### src/rtl/fetch_pkg.sv
// Shared constants and the fetch queue entry layout for the instruction fetch front end.
package fetch_pkg;

    localparam int unsigned INSTR_BYTES       = 4;
    localparam int unsigned PC_INCR           = INSTR_BYTES;
    localparam int unsigned ENTRY_ADDR_WIDTH  = 32;
    localparam int unsigned ENTRY_INSTR_WIDTH = 32;

    typedef struct packed {
        logic [ENTRY_ADDR_WIDTH-1:0]  pc;
        logic [ENTRY_INSTR_WIDTH-1:0] instr;
        logic                         filled;
    } fetch_entry_t;

endpackage

### src/rtl/fetch_queue.sv
// DEPTH-entry in-order fetch queue: entries are allocated at request time,
// filled by responses in order, and popped from the head by decode.
module fetch_queue
    import fetch_pkg::*;
#(
    parameter int unsigned DEPTH       = 4,
    parameter int unsigned ADDR_WIDTH  = ENTRY_ADDR_WIDTH,
    parameter int unsigned INSTR_WIDTH = ENTRY_INSTR_WIDTH,
    localparam int unsigned CNT_W      = $clog2(DEPTH + 1)
) (
    input  logic                   clk,
    input  logic                   reset,
    input  logic                   flush,
    input  logic                   alloc_en,
    input  logic [ADDR_WIDTH-1:0]  alloc_pc,
    input  logic                   fill_en,
    input  logic [INSTR_WIDTH-1:0] fill_instr,
    input  logic                   pop_en,
    output logic [CNT_W-1:0]       count,
    output logic                   fill_ok,
    output logic                   head_valid,
    output logic [ADDR_WIDTH-1:0]  head_pc,
    output logic [INSTR_WIDTH-1:0] head_instr
);

    localparam int unsigned PTR_W = $clog2(DEPTH);

    fetch_entry_t     entries [DEPTH];
    logic [PTR_W-1:0] alloc_ptr;
    logic [PTR_W-1:0] fill_ptr;
    logic [PTR_W-1:0] head_ptr;

    // fill==alloc is ambiguous only when full; the fill entry's flag disambiguates
    assign fill_ok    = (fill_ptr != alloc_ptr) ||
                        ((count == CNT_W'(DEPTH)) && !entries[fill_ptr].filled);
    assign head_valid = (count != '0) && entries[head_ptr].filled;
    assign head_pc    = ADDR_WIDTH'(entries[head_ptr].pc);
    assign head_instr = INSTR_WIDTH'(entries[head_ptr].instr);

    always_ff @(posedge clk or negedge reset) begin
        if (!reset) begin
            for (int i = 0; i < int'(DEPTH); i++) begin
                entries[i] <= '0;
            end
            alloc_ptr <= '0;
            fill_ptr  <= '0;
            head_ptr  <= '0;
            count     <= '0;
        end else if (flush) begin
            for (int i = 0; i < int'(DEPTH); i++) begin
                entries[i].filled <= 1'b0;
            end
            alloc_ptr <= '0;
            fill_ptr  <= '0;
            head_ptr  <= '0;
            count     <= '0;
        end else begin
            if (alloc_en) begin
                entries[alloc_ptr] <= '{pc: ENTRY_ADDR_WIDTH'(alloc_pc), instr: '0, filled: 1'b0};
                alloc_ptr          <= alloc_ptr + PTR_W'(1);
            end
            if (fill_en) begin
                entries[fill_ptr].instr  <= ENTRY_INSTR_WIDTH'(fill_instr);
                entries[fill_ptr].filled <= 1'b1;
                fill_ptr                 <= fill_ptr + PTR_W'(1);
            end
            if (pop_en) begin
                head_ptr <= head_ptr + PTR_W'(1);
            end
            count <= count + CNT_W'(alloc_en) - CNT_W'(pop_en);
        end
    end

endmodule

### src/rtl/instr_fetch_unit.sv
// Instruction fetch front end: sequential PC generation, credit-limited memory
// requests, redirect flush with discard of responses from abandoned streams.
module instr_fetch_unit
    import fetch_pkg::*;
#(
    parameter int unsigned          ADDR_WIDTH  = ENTRY_ADDR_WIDTH,
    parameter int unsigned          INSTR_WIDTH = ENTRY_INSTR_WIDTH,
    parameter int unsigned          DEPTH       = 4,
    parameter logic [ADDR_WIDTH-1:0] RESET_PC   = '0
) (
    input  logic                   clk,
    input  logic                   reset,
    output logic                   imem_req_valid,
    input  logic                   imem_req_ready,
    output logic [ADDR_WIDTH-1:0]  imem_req_addr,
    input  logic                   imem_rsp_valid,
    input  logic [INSTR_WIDTH-1:0] imem_rsp_data,
    input  logic                   redirect_valid,
    input  logic [ADDR_WIDTH-1:0]  redirect_pc,
    output logic                   out_valid,
    input  logic                   out_ready,
    output logic [INSTR_WIDTH-1:0] out_instr,
    output logic [ADDR_WIDTH-1:0]  out_pc
);

    localparam int unsigned CNT_W = $clog2(DEPTH + 1);
    localparam int unsigned SUM_W = CNT_W + 1;

    logic [ADDR_WIDTH-1:0] fetch_pc;
    logic [CNT_W-1:0]      count;
    logic [CNT_W-1:0]      drop_cnt;
    logic [CNT_W-1:0]      inflight;
    logic [CNT_W-1:0]      inflight_nxt;
    logic [SUM_W-1:0]      credit_used;
    logic                  req_fire;
    logic                  fill_en;
    logic                  fill_ok;
    logic                  pop;
    logic                  redirect_lsb_unused;

    assign redirect_lsb_unused = ^redirect_pc[1:0];

    // queue entries plus responses still owed to dead streams share DEPTH credits
    assign credit_used    = SUM_W'(count) + SUM_W'(drop_cnt);
    assign imem_req_valid = reset && (credit_used < SUM_W'(DEPTH));
    assign imem_req_addr  = fetch_pc;
    assign req_fire       = imem_req_valid && imem_req_ready;
    assign fill_en        = imem_rsp_valid && (drop_cnt == '0);
    assign pop            = out_valid && out_ready;
    assign inflight_nxt   = inflight + CNT_W'(req_fire) - CNT_W'(imem_rsp_valid);

    fetch_queue #(
        .DEPTH      (DEPTH),
        .ADDR_WIDTH (ADDR_WIDTH),
        .INSTR_WIDTH(INSTR_WIDTH)
    ) u_queue (
        .clk       (clk),
        .reset     (reset),
        .flush     (redirect_valid),
        .alloc_en  (req_fire),
        .alloc_pc  (fetch_pc),
        .fill_en   (fill_en),
        .fill_instr(imem_rsp_data),
        .pop_en    (pop),
        .count     (count),
        .fill_ok   (fill_ok),
        .head_valid(out_valid),
        .head_pc   (out_pc),
        .head_instr(out_instr)
    );

    // on redirect every unanswered request, including this cycle's, becomes a drop
    always_ff @(posedge clk or negedge reset) begin
        if (!reset) begin
            fetch_pc <= {RESET_PC[ADDR_WIDTH-1:2], 2'b00};
            drop_cnt <= '0;
            inflight <= '0;
        end else begin
            inflight <= inflight_nxt;
            if (redirect_valid) begin
                fetch_pc <= {redirect_pc[ADDR_WIDTH-1:2], 2'b00};
                drop_cnt <= inflight_nxt;
            end else begin
                if (req_fire) begin
                    fetch_pc <= fetch_pc + ADDR_WIDTH'(PC_INCR);
                end
                if (imem_rsp_valid && (drop_cnt != '0)) begin
                    drop_cnt <= drop_cnt - CNT_W'(1);
                end
            end
        end
    end

    rsp_has_slot: assert property (@(posedge clk) disable iff (!reset)
        (imem_rsp_valid && (drop_cnt == '0)) |-> fill_ok);

    credit_bound: assert property (@(posedge clk) disable iff (!reset)
        credit_used <= SUM_W'(DEPTH));

endmodule

### config.mk
export PLATFORM = sky130hd
export DESIGN_NAME = instr_fetch_unit
export DESIGN_NICKNAME = d
export VERILOG_FILES = /design/src/rtl/fetch_pkg.sv /design/src/rtl/fetch_queue.sv /design/src/rtl/instr_fetch_unit.sv
export SDC_FILE = /design/constraint.sdc
export NUM_CORES = 1
export LEC_CHECK = 0
export CORE_ASPECT_RATIO = 1.75
export CORE_MARGIN = 2
export CORE_UTILIZATION = 55
export CTS_CLUSTER_DIAMETER = 30
export DETAILED_ROUTE_END_ITERATION = 8
export GPL_TIMING_DRIVEN = 0
export PLACE_DENSITY = 0.79
export SLEW_MARGIN = 15
export SYNTH_ARGS = -nofsm -noshare
export SYNTH_HDL_FRONTEND = slang
export SYNTH_HIERARCHICAL = 1
export SYNTH_SLANG_ARGS = --single-unit
export TNS_END_PERCENT = 30
### constraint.sdc
create_clock -name clk -period 6.4 [get_ports clk]
set_input_delay 1.28 -clock clk [delete_from_list [all_inputs] [get_ports clk]]
set_output_delay 1.28 -clock clk [all_outputs]
set_load 0.05 [all_outputs]
Word level (Yosys, flattened, before mapping)
Index checks and enable logic that the tools add are counted.
Storage, ports and cells
  flip-flop bits (word level): 307
  input port bits: 70
  word-level logic and storage cells: 83
Cells by class
  add/subtract/negate cells: 10
  order comparisons: 6
  multiplexer cells: 30
  bitwise operators: 3
  reduce and logical (&&, ||, !) cells: 15
Operators by type and width (count)
  $bwmux 260: 3
  $mux 260: 3
  $demux 65 s2: 3
  $mux 65: 3
  $bmux 65 s2: 1
  $mux 32: 2
  $mux 33: 1
  $add 32x3->32 const B: 1
  $mux 2: 6
  $ge 3x3->1 const B: 3
  $mux 3: 3
  $not 2->3: 3
  $logic_and 1x1->1: 8
  $reduce_bool 2->1: 4
  $add 2x1->2 const B: 3
  $add 3x1->3: 2
  $lt 3x1->1 const B: 2
  $reduce_bool 3->1: 2
  $sub 3x1->3: 2
  $mux 1: 5
  $add 3x3->4: 1
  $lt 4x3->1 const B: 1
  $logic_not 3->1: 1
  $sub 3x1->3 const B: 1

Logic depth before layout (Yosys ltp)
Gate-level depths: netlist of the first run.
  word-level depth: 12
  depth in mapped cells: 13

Modules after synthesis
Netlist of the first run, hierarchy kept.
Modules (own cells, without submodules)
  fetch_queue: instances 1, cells each 753, area each 12177.9 um^2, seq. area each 6731.5 um^2
  instr_fetch_unit: instances 1, cells each 269, area each 2341.0 um^2, seq. area each 900.9 um^2

Least setup slack after synthesis of the first run
OpenSTA, ideal clock, no wires.
  path kind: input -> output
  start point: input port reset
  end point: output port imem_req_valid
  data arrival time: 2062 ps
  setup slack: 3058 ps
  stages: 2
  cell sequence: nor4b_4 > and2_1
On the way
  longest elaborated chain between the ends: 1
RTL lines
  start, declared: line instr_fetch_unit.sv:12  | input logic reset,
  $logic_and 1x1->1: line instr_fetch_unit.sv:45  | assign imem_req_valid = reset && (credit_used < SUM_W'(DEPTH));
  end, declared: line instr_fetch_unit.sv:13  | output logic imem_req_valid,
Every way passes these cells.

Worst setup path after layout of the first run
Same ends and word-level chain as after synthesis.

==> results of run 1 <==
final cells by class:
class,count,area share (%)
plain buffers,78,2.92
clock buffers,55,6.74
clock inverters,30,1.89
inverters,16,0.330
multi-input cells,625,34.5
flip-flops and latches,305,42.0
well taps,320,2.20
repair buffers,166,9.45
final timing paths:
kind | from | endpoint | slack [ps] | cells past startpoint
max | reset | imem_req_valid | 840 | 7
min | u_queue/entries[225]$_DFFE_PN0N_ | u_queue/entries[225]$_DFFE_PN0N_ | 480 | 1
max reg2reg | u_queue/count[2]$_DFF_PN0_ | u_queue/count[2]$_DFF_PN0_ | 3340 | 13
min reg2reg | u_queue/entries[225]$_DFFE_PN0N_ | u_queue/entries[225]$_DFFE_PN0N_ | 480 | 1
max in group asynchronous | reset | u_queue/fill_ptr[1]$_DFFE_PN0P_ | 4160 | 4
min in group asynchronous | reset | u_queue/entries[50]$_DFFE_PN0P_ | 610 | 1
layer usage:
metal / global-route usage [%] / vias up / part of all wire (%)
met4: 10.3 / 0 / 2.9
met5: 0 / - / 0
met3: 4.21 / 80 / 5.0
li1: - / 4295 / -
met2: 49.0 / 363 / 54
met1: 33.8 / 5076 / 38
critical path: cells and delay by family:
kind                   cells  cell delay [ps]
AND/OR/NAND/NOR            2              700
buffers and inverters      5             2210
power breakdown:
group / internal (uW) / total, uW / switching (uW)
logic: 1140 / 2500 / 1360
registers: 2380 / 2690 / 315
clock network: 1590 / 2540 / 945
total: 5100 / 7730 / 2620
through the flow:
stage | util (%) | TNS, ps
6_report | 70.3 | 0
5_1_grt | 70.3 | 0
4_1_cts | 70.3 | 0
3_5_place_dp | 64.3 | 0
3_3_place_gp | 63.9 | -5145520
2_1_floorplan | - | 0
flip-flops by register name, indices dropped and copies added (netlist names):
register           flops
u_queue/fill_ptr       2
u_queue/count          3
u_queue/alloc_ptr      2
inflight               3
u_queue/head_ptr       2
u_queue/entries      260
imem_req_addr         30
drop_cnt               3
==> qor.csv, run 1 <==
metric;value;unit
wire per inst;23.3;um
Hold Vio Cnt, Final;0;
gr usage total;27.6;%
worst clock skew;16.5;ps
RSZ-0062 raised after global routing;false;
status;completed;
syn avg cell area;14.3;um2
synthesized cell area;14500;um2
CTS tree;yes;
Slew @ Worst Pin;737;ps
area delta synth->final;25.7;%
CP peak stage delay;800;ps
Critical Path Sink Type;primary output;
Sinks on Clock Net;305;
Final ANT Viol Nets;0;
cell leakage power;0.00802;uW
startpoint types;primary input;
design area;18200;um2
DP Worst Slack;675;ps
kind of critical path;in -> out;
ant diodes;0;
DIE AREA;27700;um2
CP required;5120;ps
Area after DPL;16600;um2
Slew Limit Fails;0;
Pwr Total;7730;uW
Post CTS Setup Buffer Count;0;
vias per inst;6.15;
Remaining Overflow, GRT;0;
Post-Syn Instances;1015;
first-pass GRT wire length;59.5;mm
HPWL Detailed;25.1;mm
worst hold slack;482;ps
CTS root buf;clkbuf_16;
final setup fails;0;
placed cells;1510;
initial antenna violation count;0;
CP max-delay cell;clkdlybuf4s50_1;
synth warn;6;
H-tree levels;2;
max_cap viols;0;
Ports;168;
worst setup margin;836;ps
commonest non-fill, non-tap cell in the layout;dfrtp_1;
Tmin final;5560;ps
Starting Density;55.9;%
Total Wirelength;37.2;mm
CTS clock-pin slew for the worst setup and hold paths;50;ps
Cell Chain, Critical Path;buf_8, buf_16, buf_16, buf_16, nor4b_4, and2_1, clkdlybuf4s50_1;
worst-case clock buffer depth;3;
Hold Crit Class;reg -> reg;
die height;219;um
Clock Latency Late Sink;550;ps
Row Count;78;
Fmax;0.180;GHz
DR vias;9814;
commonest cells after routing, fill and taps aside;305 x dfrtp_1, 162 x clkdlybuf4s50_1, 128 x o2bb2ai_1, 76 x mux2_4, 65 x mux4_2;
FF+latch area;7630;um2
Most common cell on crit path;buf_16;
Multi-input gate area;6270;um2
CP arrival;4280;ps
CTS buffer count;46;
core box area;25900;um2
P per Cell Area;425;nW/um2
Buffers on Ports;163;
hold-fix buffers at CTS;0;
drt drc;0;
TritonRoute pass-1 iters;5;
fin crit share;86.9;%
DRT iter0 DRCs;767;
Worst VDD drop;0.433;mV
fillcell total;1758;
CP max FO;107;
Post-Layout Cell Count;1595;
share of layout cells above drive strength 1;26.1;%
vias in the first global route;10600;
largest net degree at the start of global routing;108;
Max-slew headroom;50.9;%
post_cts resized;0;
gpl congestion;0.916;
DIE WIDTH;127;um
Nets;1327;
No activity file was read; power rests on OpenSTA's default activity.
==> run 2, diff against run 1 <==
Settings changed: CTS_CLUSTER_SIZE from default to 12.
Clock period 6.4 ns to 6.8 ns, I/O delays scaled along.
==> run 2 against run 1 <==
  * Final cell count about the same
  * Wire length down 0.56%
  * Clock skew fell by 2.3 ps
  * Combinational power decreased by 6%
  * Via count about the same
  * Sequential power is 6% lower
  * Global-route usage is essentially flat
  * Largest cell class unchanged
==> qor.csv, run 2 (synthesis results as in run 1) <==
metric;value;unit
status;completed;
DIE AREA;27700;um2
Sw Share;34.0;%
Fmax;0.174;GHz
share of total power in sequential cells;35.1;%
Buffers on Ports;163;
Clk pwr share;32.4;%
DR vias;9823;
commonest cells after routing, fill and taps aside;305 x dfrtp_1, 162 x clkdlybuf4s50_1, 128 x o2bb2ai_1, 76 x mux2_4, 65 x mux4_2;
TritonRoute pass-1 iters;5;
CP max-delay cell;clkdlybuf4s50_1;
Hold Vio Cnt, Final;0;
post_cts resized;0;
Pwr Total;7220;uW
met2 WL;20.0;mm
RSZ-0062 raised after global routing;false;
worst clock skew;14.2;ps
area delta synth->final;25.6;%
Largest register FFs;260;
gr usage total;27.5;%
P per Cell Area;398;nW/um2
DRT iter0 DRCs;731;
Post CTS Setup Buffer Count;0;
Slew Limit Fails;0;
Ports;168;
largest net degree at the start of global routing;108;
wire per inst;23.2;um
H-tree levels;2;
Max-slew headroom;50.6;%
Nets;1327;
share of layout cells above drive strength 1;26.1;%
core box area;25900;um2
CP top delay family;buffers and inverters;
first-pass GRT wire length;59.5;mm
Metal-1 WL;14.0;mm
ant diodes;0;
DIE WIDTH;127;um
Final ANT Viol Nets;0;
Cell Chain, Critical Path;buf_8, buf_16, buf_16, buf_16, nor4b_4, and2_1, clkdlybuf4s50_1;
cell leakage power;0.00800;uW
Highest Signal Layer;met4;
CTS root buf;clkbuf_16;
WL met3;1.89;mm
hold-fix buffers at CTS;0;
fillcell total;1766;
vias per inst;6.16;
worst-case clock buffer depth;3;
reg2reg path depth;13;
initial antenna violation count;0;
CP max FO;107;
Psw;2450;uW
Remaining Overflow, GRT;0;
Total Wirelength;37.0;mm
CP arrival;4390;ps
combinational share of power;32.6;%
kind of critical path;in -> out;
CTS tree;yes;
gpl congestion;0.916;
Tmin final;5750;ps
vias in the first global route;10600;
final setup fails;0;
number of buffers and inverters on the critical path;5;
CP required;5440;ps
HPWL Detailed;25.1;mm
startpoint types;primary input;
placed cells;1510;
Starting Density;55.9;%
Hold Crit Class;reg -> reg;
max_cap viols;0;
CTS clock-pin slew for the worst setup and hold paths;50;ps
Row Count;78;
die height;219;um
Slew @ Worst Pin;741;ps
Most common cell on crit path;buf_16;
Worst path depth;7;
CP peak stage delay;800;ps
Clock Latency Late Sink;540;ps
drt drc;0;
fin crit share;84.6;%
commonest non-fill, non-tap cell in the layout;dfrtp_1;
hold-critical path depth;1;
Internal;4770;uW
CTS buffer count;46;
Worst VDD drop;0.363;mV
Critical Path Sink Type;primary output;
Sinks on Clock Net;305;
most flop-heavy register;u_queue/entries;
Post-Layout Cell Count;1594;
==> run 2: cell types whose count changed in the layout (fill, tap and decap cells not counted), sizes merged <==
| cell | change |
|---|---|
| clkinvlp | +2 |
| bufinv | -1 |
| clkinv | -1 |
| inv | -1 |
==> run 2: power by group through the flow <==
stage	sequential (uW)	combinational [uW]	clock, uW
2_1_floorplan	2500	1640	0
3_3_place_gp	2520	2320	0
3_5_place_dp	2530	2370	0
4_1_cts	2520	2380	2380
5_1_grt	2580	2480	2460
6_report	2530	2350	2340
==> run 2: stage by stage <==
stage	hold slack, ps	TNS [ps]	worst slack (ps)	util (%)	area [um2]
floorplan	451	0	3300	-	14500
global placement	466	-4951360	-8830	63.9	16500
detailed placement	468	0	915	64.3	16600
CTS	484	0	914	70.2	18200
global route	495	0	656	70.2	18200
finish	482	0	1050	70.2	18200
==> run 2: routing by layer <==
layer	vias up	global-route usage [%]
met5	-	0
met4	0	10.2
met3	85	4.16
met2	374	49.0
met1	5063	33.8
li1	4301	-
==> run 2: worst paths after layout <==
path,startpoint,endpoint,slack (ps)
setup / recovery,reset,imem_req_valid,1050
hold / removal,u_queue/entries[88]$_DFFE_PN0N_,u_queue/entries[88]$_DFFE_PN0N_,480
setup reg to reg,u_queue/count[2]$_DFF_PN0_,u_queue/count[2]$_DFF_PN0_,3750
hold reg to reg,u_queue/entries[88]$_DFFE_PN0N_,u_queue/entries[88]$_DFFE_PN0N_,480
max in group asynchronous,reset,u_queue/entries[33]$_DFFE_PN0P_,4470
min in group asynchronous,reset,u_queue/entries[50]$_DFFE_PN0P_,690
==> run 2: cell type report <==
type                    instances  area (um2)  area share (%)
clock inverters                29         308            1.69
multi-input cells             625        6270            34.6
flip-flops and latches        305        7630            42.0
repair buffers                166        1720            9.47
well taps                     320         400            2.20
plain buffers                  78         531            2.92
inverters                      16        60.1           0.331
clock buffers                  55        1240            6.81
